**config.mk**
```make
export PLATFORM = sky130hd
export DESIGN_NAME = alu_operand_stage
export DESIGN_NICKNAME = d
export VERILOG_FILES = /design/src/rtl/alu_operand_stage.sv
export SDC_FILE = /design/constraint.sdc
export NUM_CORES = 1
export LEC_CHECK = 0
export CAP_MARGIN = 20
export CORE_ASPECT_RATIO = 1.2
export CORE_MARGIN = 10
export CORE_UTILIZATION = 60
export CTS_CLUSTER_DIAMETER = 80
export DETAILED_ROUTE_END_ITERATION = 8
export DONT_BUFFER_PORTS = 1
export HOLD_SLACK_MARGIN = 0.06
export PLACE_DENSITY = 0.81
export SETUP_SLACK_MARGIN = 0.3
export SLEW_MARGIN = 30
export SYNTH_ARGS = -nofsm -noshare
export SYNTH_HDL_FRONTEND = slang
export SYNTH_SLANG_ARGS = --single-unit
```
**constraint.sdc**
```tcl
create_clock -name clk -period 4.3 [get_ports clk]
set_input_delay 0.86 -clock clk [delete_from_list [all_inputs] [get_ports clk]]
set_output_delay 0.86 -clock clk [all_outputs]
set_load 0.005 [all_outputs]
```
**src/rtl/alu_operand_stage.sv**
```systemverilog
// ID->EX operand stage: two-entry skid buffer with writeback forwarding and
// A/B operand selection feeding the alu.
module alu_operand_stage #(
  parameter int XLEN  = 32,
  parameter int OPW   = 5,
  parameter int REGAW = 5
) (
  input  logic             clk,
  input  logic             rst_n,
  input  logic             flush_i,
  input  logic             in_valid_i,
  output logic             in_ready_o,
  input  logic [OPW-1:0]   in_alu_op_i,
  input  logic [REGAW-1:0] in_rs1_addr_i,
  input  logic [REGAW-1:0] in_rs2_addr_i,
  input  logic [XLEN-1:0]  in_rs1_data_i,
  input  logic [XLEN-1:0]  in_rs2_data_i,
  input  logic [XLEN-1:0]  in_pc_i,
  input  logic [XLEN-1:0]  in_imm_i,
  input  logic             in_a_sel_i,
  input  logic             in_b_sel_i,
  input  logic [REGAW-1:0] in_rd_i,
  input  logic             wb_en_i,
  input  logic [REGAW-1:0] wb_addr_i,
  input  logic [XLEN-1:0]  wb_data_i,
  output logic             out_valid_o,
  input  logic             out_ready_i,
  output logic [XLEN-1:0]  alu_a_o,
  output logic [XLEN-1:0]  alu_b_o,
  output logic [OPW-1:0]   alu_op_o,
  output logic [REGAW-1:0] out_rd_o
);

  typedef struct packed {
    logic [OPW-1:0]   alu_op;
    logic [REGAW-1:0] rs1_addr;
    logic [REGAW-1:0] rs2_addr;
    logic [XLEN-1:0]  rs1_data;
    logic [XLEN-1:0]  rs2_data;
    logic [XLEN-1:0]  pc;
    logic [XLEN-1:0]  imm;
    logic             a_sel;
    logic             b_sel;
    logic [REGAW-1:0] rd;
  } entry_t;

  entry_t main_q;
  entry_t skid_q;
  logic   main_valid;
  logic   skid_valid;
  logic   ready_q;

  entry_t in_entry;
  entry_t in_fwd;
  entry_t main_fwd;
  entry_t skid_fwd;
  logic   accept;
  logic   consume;
  logic   main_free;

  // Same bypass rule serves fresh captures and entries already waiting; x0 is never replaced.
  function automatic entry_t forward(
    input entry_t           e,
    input logic             en,
    input logic [REGAW-1:0] addr,
    input logic [XLEN-1:0]  data
  );
    entry_t r;
    r = e;
    if (en && (addr != '0) && (addr == e.rs1_addr)) begin
      r.rs1_data = data;
    end
    if (en && (addr != '0) && (addr == e.rs2_addr)) begin
      r.rs2_data = data;
    end
    return r;
  endfunction

  always_comb begin
    in_entry          = '0;
    in_entry.alu_op   = in_alu_op_i;
    in_entry.rs1_addr = in_rs1_addr_i;
    in_entry.rs2_addr = in_rs2_addr_i;
    in_entry.rs1_data = in_rs1_data_i;
    in_entry.rs2_data = in_rs2_data_i;
    in_entry.pc       = in_pc_i;
    in_entry.imm      = in_imm_i;
    in_entry.a_sel    = in_a_sel_i;
    in_entry.b_sel    = in_b_sel_i;
    in_entry.rd       = in_rd_i;
  end

  always_comb begin
    in_fwd   = forward(in_entry, wb_en_i, wb_addr_i, wb_data_i);
    main_fwd = forward(main_q,   wb_en_i, wb_addr_i, wb_data_i);
    skid_fwd = forward(skid_q,   wb_en_i, wb_addr_i, wb_data_i);
  end

  assign accept    = in_valid_i & ready_q;
  assign consume   = main_valid & out_ready_i;
  assign main_free = ~main_valid | consume;

  // Ready is registered as the inverse of the next skid occupancy, so the
  // skid entry is always free whenever an accept can happen.
  always_ff @(posedge clk) begin
    if (!rst_n) begin
      main_valid <= 1'b0;
      skid_valid <= 1'b0;
      ready_q    <= 1'b0;
      main_q     <= '0;
      skid_q     <= '0;
    end else if (flush_i) begin
      main_valid <= 1'b0;
      skid_valid <= 1'b0;
      ready_q    <= 1'b1;
    end else if (main_free) begin
      ready_q <= 1'b1;
      if (skid_valid) begin
        main_q     <= skid_fwd;
        main_valid <= 1'b1;
        skid_valid <= 1'b0;
      end else if (accept) begin
        main_q     <= in_fwd;
        main_valid <= 1'b1;
      end else begin
        main_valid <= 1'b0;
      end
    end else begin
      main_q <= main_fwd;
      if (accept) begin
        skid_q     <= in_fwd;
        skid_valid <= 1'b1;
        ready_q    <= 1'b0;
      end else begin
        skid_q  <= skid_fwd;
        ready_q <= ~skid_valid;
      end
    end
  end

  assign in_ready_o  = ready_q;
  assign out_valid_o = main_valid;

  always_comb begin
    alu_a_o  = '0;
    alu_b_o  = '0;
    alu_op_o = '0;
    out_rd_o = '0;
    if (main_valid) begin
      alu_a_o  = main_q.a_sel ? main_q.pc  : main_q.rs1_data;
      alu_b_o  = main_q.b_sel ? main_q.imm : main_q.rs2_data;
      alu_op_o = main_q.alu_op;
      out_rd_o = main_q.rd;
    end
  end

endmodule

```
==> results of run 1 <==
worst reg2reg max path, cell delays in order, from the launching register on:
cell and delay, ns:
dfxtp_2 0.76, nor3b_2 0.32, buf_4 0.41, nand2_4 0.38, nor4_2 0.38, buf_4 0.36
o21ai_0 0.15, a31oi_1 0.19
power by group through the flow:
stage	sequential [mW]	clock, mW	combinational (mW)
3_3_place_gp	3.03	0	0.477
4_1_cts	2.98	2.83	0.496
5_1_grt	2.99	2.94	0.549
2_1_floorplan	2.99	0	0.432
6_report	2.98	2.81	0.505
3_5_place_dp	3.04	0	0.491
final timing paths:
| check | start | end | cells after the start |
|---|---|---|---|
| worst max-delay path | out_valid_o | skid_q[131] | 7 |
| worst min-delay path | flush_i | out_valid_o | 1 |
| worst max register to register | out_valid_o | skid_q[131] | 7 |
| worst min register to register | skid_fwd[12] | skid_fwd[12] | 2 |
per-stage QoR:
stage	worst slack (ns)	area, sq um
5_1_grt	1.04	17100
3_5_place_dp	1.34	16000
2_1_floorplan	1.53	16100
4_1_cts	1.28	17000
6_report	1.28	17100
3_3_place_gp	1.41	16000
final cells by class:
cell class / count / area [sq um] / area share, %
Antenna cell: 3 / 7.51 / 0.0440
Inverter: 3 / 16.3 / 0.0953
Clock inverter: 11 / 165 / 0.967
Tap cell: 335 / 419 / 2.45
Sequential cell: 303 / 6080 / 35.6
Timing Repair Buffer: 40 / 329 / 1.93
Multi-Input combinational cell: 1448 / 9170 / 53.7
Clock buffer: 47 / 886 / 5.19
sequential cells by signal, indices dropped and copies added (netlist names):
name	flops
main_fwd	86
main_q	64
skid_q	64
skid_valid	1
in_ready_o	1
skid_fwd	86
out_valid_o	1
layer usage:
metal / up-vias / global-route usage (%)
met1: 7021 / 35.1
met3: 171 / 10.8
met2: 854 / 46.1
met4: 2 / 17.9
met5: - / 0
li1: 6826 / -
Yosys cell counts, types with 10 or more instances:
master,n
a211o_1,32
a22oi_1,32
dfxtp_1,303
o32ai_1,32
nor2_1,126
clkbuf_1,152
nand2_1,307
a31o_2,19
nor2b_1,65
xnor2_1,20
buf_6,14
and2_1,14
a21boi_0,32
mux2i_1,182
a31o_1,14
nand4_1,33
o31ai_1,33
a211oi_1,88
o21ai_0,62
o31a_1,32
a31oi_1,36
and3_1,68
buf_2,30
nand3_1,36
o22ai_1,32
xor2_1,10
a21oi_1,119
kinds of logic (layout without fill, tap and decap cells):
group	count (synthesis)	count (layout)	share of synthesized area, %
muxes	182	182	11.3
AOI/OAI and AO/OA	571	571	24.6
DFF	303	303	37.8
other	0	3	0
and+or+nand+nor	665	665	18.9
xor gates and xnor gates	30	30	1.64
buffers and inverters	209	101	5.79
==> metrics.md, run 1 <==
| Metric | Value |
|---|---|
| Register area share after synthesis | between 30% and 40% |
| Core area | 26400 sq um |
| Pwr Density | around 370 nW/um^2 |
| Synth warn | 0 |
| Leak pwr | around 5.4 nW |
| Max cap viols | 0 |
| Yosys cell types | 45 |
| Num Clock Sinks | about 300 |
| Max frequency | 331 MHz |
| Register-to-Register Setup Slack | around 1.3 ns |
| Post-Syn Instances | 1960 |
| Tightest Hold Check Type | input pin to register |
| Post-synth EDFFs | 0 |
| Max Used Layer | met5 |
| Initial DRC Count | 1855 |
| Placed cells | approximately 2.1k |
| Synth Area per Inst | between 8 and 9 sq um |
| Post-Syn Nets | around 2.2k |
| Final global-route overflow total | 0 |
| Switch Pwr | around 1.5 mW |
| Fin. Hold Viols | 0 |
| IO Count | 269 |
| Vias per cell | 6.79 |
| Met2 WL | 24000 um |
| GRT Util Overall | 29.9% |
| CP Launch Type | register |
| Routed WL per cell | 24.4 um |
| Clk_lat worst skew | 0.56 ns |
| Async S/R FF share, synth | 0% |
| Clock slew at reported path FFs | approximately 0.06 ns |
| Die Width | between 150 and 200 um |
| Vias in the first global route | between 10k and 15k |
| Synth area leaders | dfxtp_1 (38%), mux2i_1 (11%), nand2_1 (7.2%), a211oi_1 (4.1%), a21oi_1 (3.7%) |
| Slew Limit Fails | 0 |
| Peak VDD IR | roughly 340 uV |
| First-pass GRT wire length | 82200 um |
| Crit path buf inv count | 2 |
| Most common cell after layout, fill and taps aside | nand2_1 |
| Post-CTS Setup Bufs | 0 |
| Starting Density | around 61% |
| Initial antenna violation count | 3 |
| Worst setup EP type | register |
| Fillers | ~2.3k |
| Die Y | around 200 um |
| Detailed Route WL | ~53000 um |
| Net Sw Frac | between 20% and 30% |
| Num CTS Buffers | 31 |
| Setup TNS | 0 ns |
| Min Hold Slack | approximately 0.36 ns |
| Syn-to-layout area delta | 6.28% |
| FP Rows | 65 |
| Crit path cell chain | nor3b_2 > buf_4 > nand2_4 > nor4_2 > buf_4 > o21ai_0 > a31oi_1 |
| Critical path class | register to register |
| Sequential power share | a little under half |
| DP HPWL | about 34000 um |
| Pint | around 4.8 mW |
| Outcome | finished clean |
| Most frequent cells in the layout | nand2_1 (306), dfxtp_1 (299), mux2i_1 (182), nor2_1 (124), a21oi_1 (119) |
| Largest net degree at the start of global routing | between 90 and 100 |
| Clock power share | 44.6% |
| Yosys top cell by area | dfxtp_1 |
| Routed vias | 14.9k |
| Minimum clock period | a little over 3 ns |
| PortBufs | 0 |
| Worst EP required | 4.79 ns |
| Most used DFF post-synth | dfxtp_1 |
| CTS Buffer Depth | 3 |
| Combinational power share | around 8.0% |
| Post-CTS Resized | 0 |
| CTS tree | done |
| Top cell type's share of synthesized area | 37.8% |
| Critical Path AT | between 3 and 4 ns |
| Register bit total from synthesis | a little over 300 |
| Max incr delay on CP | about 0.76 ns |
| DRT Pass-1 Iters | 6 |
| Unrepaired setup endpoints after global routing | no |
| Slew margin rel. | between 30 and 40% |
| H-tree Lvls | 1 |
| Fin crit share | a little over two thirds |
| Final std cells w/o fill | roughly 2.2k |
| Metal3 WL | between 6000 and 7000 um |
| Drt drc | 0 |
| Cell area after synthesis | roughly 16000 sq um |
| CTS Hold Bufs | 0 |
| Worst slew pin tran | approximately 1 ns |
| Placer Congestion | slightly below 0.9 |
| M1 WL | 19200 um |
| Clock Skews | about 0.014 ns |
| Share of cells above drive strength 1 | ~7.1% |
| Final ANT Viol Nets | 0 |
| Most frequent CP cell | buf_4 |
| Die footprint | between 30000 and 40000 sq um |
| Finished Core Util | approximately 65% |
| Final setup viols | 0 |
| Crit path max-delay family | simple AND/OR/NAND/NOR gates |
| Final-stage net count | around 2.0k |
| Total power | 6.29 mW |
| CP Max Fanout | 41 |
| CTS root buffer | clkbuf_16 |
| Slowest stage cell, crit path | dfxtp_2 |
Note: power is estimated with default switching activity, not from simulation.
==> run 2, diff against run 1 <==
clock period = 2.9 ns   (was 4.3 ns; I/O delays follow)
==> metrics.md, run 2 (synthesis results as in run 1) <==
| Metric | Value |
|---|---|
| DRT Pass-1 Iters | 6 (unchanged) |
| Unrepaired setup endpoints after global routing | no |
| Die footprint | 33700 sq um (unchanged) |
| Num Clock Sinks | 303 (unchanged) |
| Critical path class | register to output port |
| CTS root buffer | clkbuf_16 |
| CP Max Fanout | 22 (-46%) |
| Most frequent cells in the layout | nand2_1 (306), dfxtp_1 (299), mux2i_1 (182), nor2_1 (124), a21oi_1 (119) |
| Clock Skews | 0.0174 ns (+0.00365 ns) |
| Pint | 7.28 mW (+53%) |
| Dpl ws | 0.362 ns (-0.981 ns) |
| Post-Layout Inst Area | 17200 sq um (+0.72%) |
| Initial DRC Count | 1806 (-2.6%) |
| FP Rows | 65 (unchanged) |
| Max incr delay on CP | 0.64 ns (-0.12 ns) |
| PortBufs | 0 (unchanged) |
| Pwr Density | 557 nW/um^2 (+51%) |
| Placed cells | 2132 (+0.19%) |
| Final global-route overflow total | 0 (unchanged) |
| Clock slew at reported path FFs | 0.07 ns (about the same) |
| Slew Limit Fails | 0 (unchanged) |
| Initial antenna violation count | 2 (-1) |
| Most common cell after layout, fill and taps aside | nand2_1 |
| Routed WL per cell | 24.3 um (-0.12%) |
| Syn-to-layout area delta | 7.04% |
| Starting Density | 61.0% (unchanged) |
| IO Count | 269 (unchanged) |
| Antenna Cells | 0 (-3) |
| Worst setup margin | 0.435 ns (-0.848 ns) |
| Minimum clock period | approximately 2.5 ns |
| Final setup viols | 0 (unchanged) |
| Slowest stage cell, crit path | dfxtp_4 |
| Final std cells w/o fill | 2189 (-0.046%) |
| Crit path buf inv count | 0 (-2) |
| Fin crit share | a little over four fifths |
| GRT Util Overall | 29.5% (-0.39 points) |
| Worst slew pin tran | 0.889 ns (-0.121 ns) |
| Die Width | 169 um (unchanged) |
| Net Sw Frac | 24.1% (-0.32 points) |
| Final-stage net count | 2024 (+0.20%) |
| CTS Buffer Depth | 3 (unchanged) |
| CP Launch Type | register |
| Fin. Hold Viols | 0 (unchanged) |
| Core area | 26400 sq um (unchanged) |
| Slew margin rel. | 40.7% (+8.1 points) |
| Dpl cell area | 16100 sq um (+0.41%) |
| Placer Congestion | 0.876 (-0.66%) |
| Peak VDD IR | 562 uV (+66%) |
| Crit path cell chain | mux2i_1 > nor2b_1 |
| Sequential power share | 46.0% (-1.4 points) |
| Num CTS Buffers | 31 (unchanged) |
| Total power | 9.58 mW (+52%) |
| Detailed Route WL | 53300 um (-0.17%) |
| Largest net degree at the start of global routing | 157 (+59%) |
| Setup TNS | 0 ns (unchanged) |
| Die Y | 199 um (unchanged) |
| Vias per cell | 6.76 (-0.43%) |
| Drt drc | 0 (unchanged) |
| Switch Pwr | 2.31 mW (+50%) |
| First-pass GRT wire length | 80900 um (-1.6%) |
| Vias in the first global route | 13.9k (-2.5%) |
| Routed vias | 14.8k (-0.48%) |
| CTS tree | done |
| DP HPWL | 34000 um (-1.1%) |
| Leak pwr | 5.47 nW (+1.1%) |
| Clock power share | 46.0% (+1.4 points) |
| Combinational power share | 8.0% (about the same) |
| Worst EP required | 2.32 ns (-2.47 ns) |
| Tightest Hold Check Type | input pin to register |
| Max frequency | roughly 410 MHz |
| Min Hold Slack | 0.133 ns (-0.223 ns) |
| Critical Path AT | 1.88 ns (-1.62 ns) |
| Final ANT Viol Nets | 0 (unchanged) |
| Finished Core Util | 65.3% (+0.47 points) |
| Share of cells above drive strength 1 | 7.55% (+0.48 points) |
| Worst setup EP type | output port |
| Clk_lat worst skew | 0.57 ns (about the same) |
| Max cap viols | 0 (unchanged) |
| Crit path max-delay family | flip-flops |
| H-tree Lvls | 1 (unchanged) |
| Outcome | finished clean |
-- run 2: what timing repair did --
action / 4_1_cts / 5_1_grt
endpoints found under the hold margin: 1 / 0
hold buffers: 1 / 0
setup endpoints to repair: 21 / 32
setup buffers: 0 / 0
resized for setup: 2 / 2
-- run 2: layout make-up --
class / instances / area, sq um
multi-input cells: 1448 / 9170
fillers: 2183 / 9150
flip-flops and latches: 303 / 6080
clock buffers: 38 / 842
well taps: 335 / 419
repair buffers: 44 / 390
clock inverters: 18 / 278
inverters: 3 / 16.3
-- run 2: final timing paths --
path,start,end,slack [ns],cells after the start
setup / recovery,main_fwd[5],alu_b_o[28],0.44,2
hold reg to reg,skid_fwd[38],skid_fwd[38],0.45,2
setup reg to reg,in_ready_o,main_q[72],0.56,6
hold / removal,in_rs1_addr_i[2],skid_fwd[142],0.13,2
-- run 2: routing by layer --
layer  track usage (%)  vias to the layer above  wire length (um)
met5                 0                        -                 7
met4              12.6                        2              2370
met3              10.6                      124              7140
met2              46.9                      895             24500
met1              35.4                     6960             19300
li1                  -                     6822                 -
-- run 2: worst reg2reg max path: stages, from the launching register on --
cell and delay, ns:
dfxtp_1 0.45, a21oi_1 0.19, nor3_2 0.45, a41o_2 0.19, buf_4 0.52, mux2i_1 0.22
a31o_1 0.21
-- run 2: power groups by stage --
stage          logic (mW)  clock network (mW)  registers, mW
3_5_place_dp        0.746                   0           4.49
4_1_cts             0.752                4.45           4.40
5_1_grt             0.827                4.62           4.42
2_1_floorplan       0.641                   0           4.44
3_3_place_gp        0.723                   0           4.49
6_report            0.765                4.41           4.41
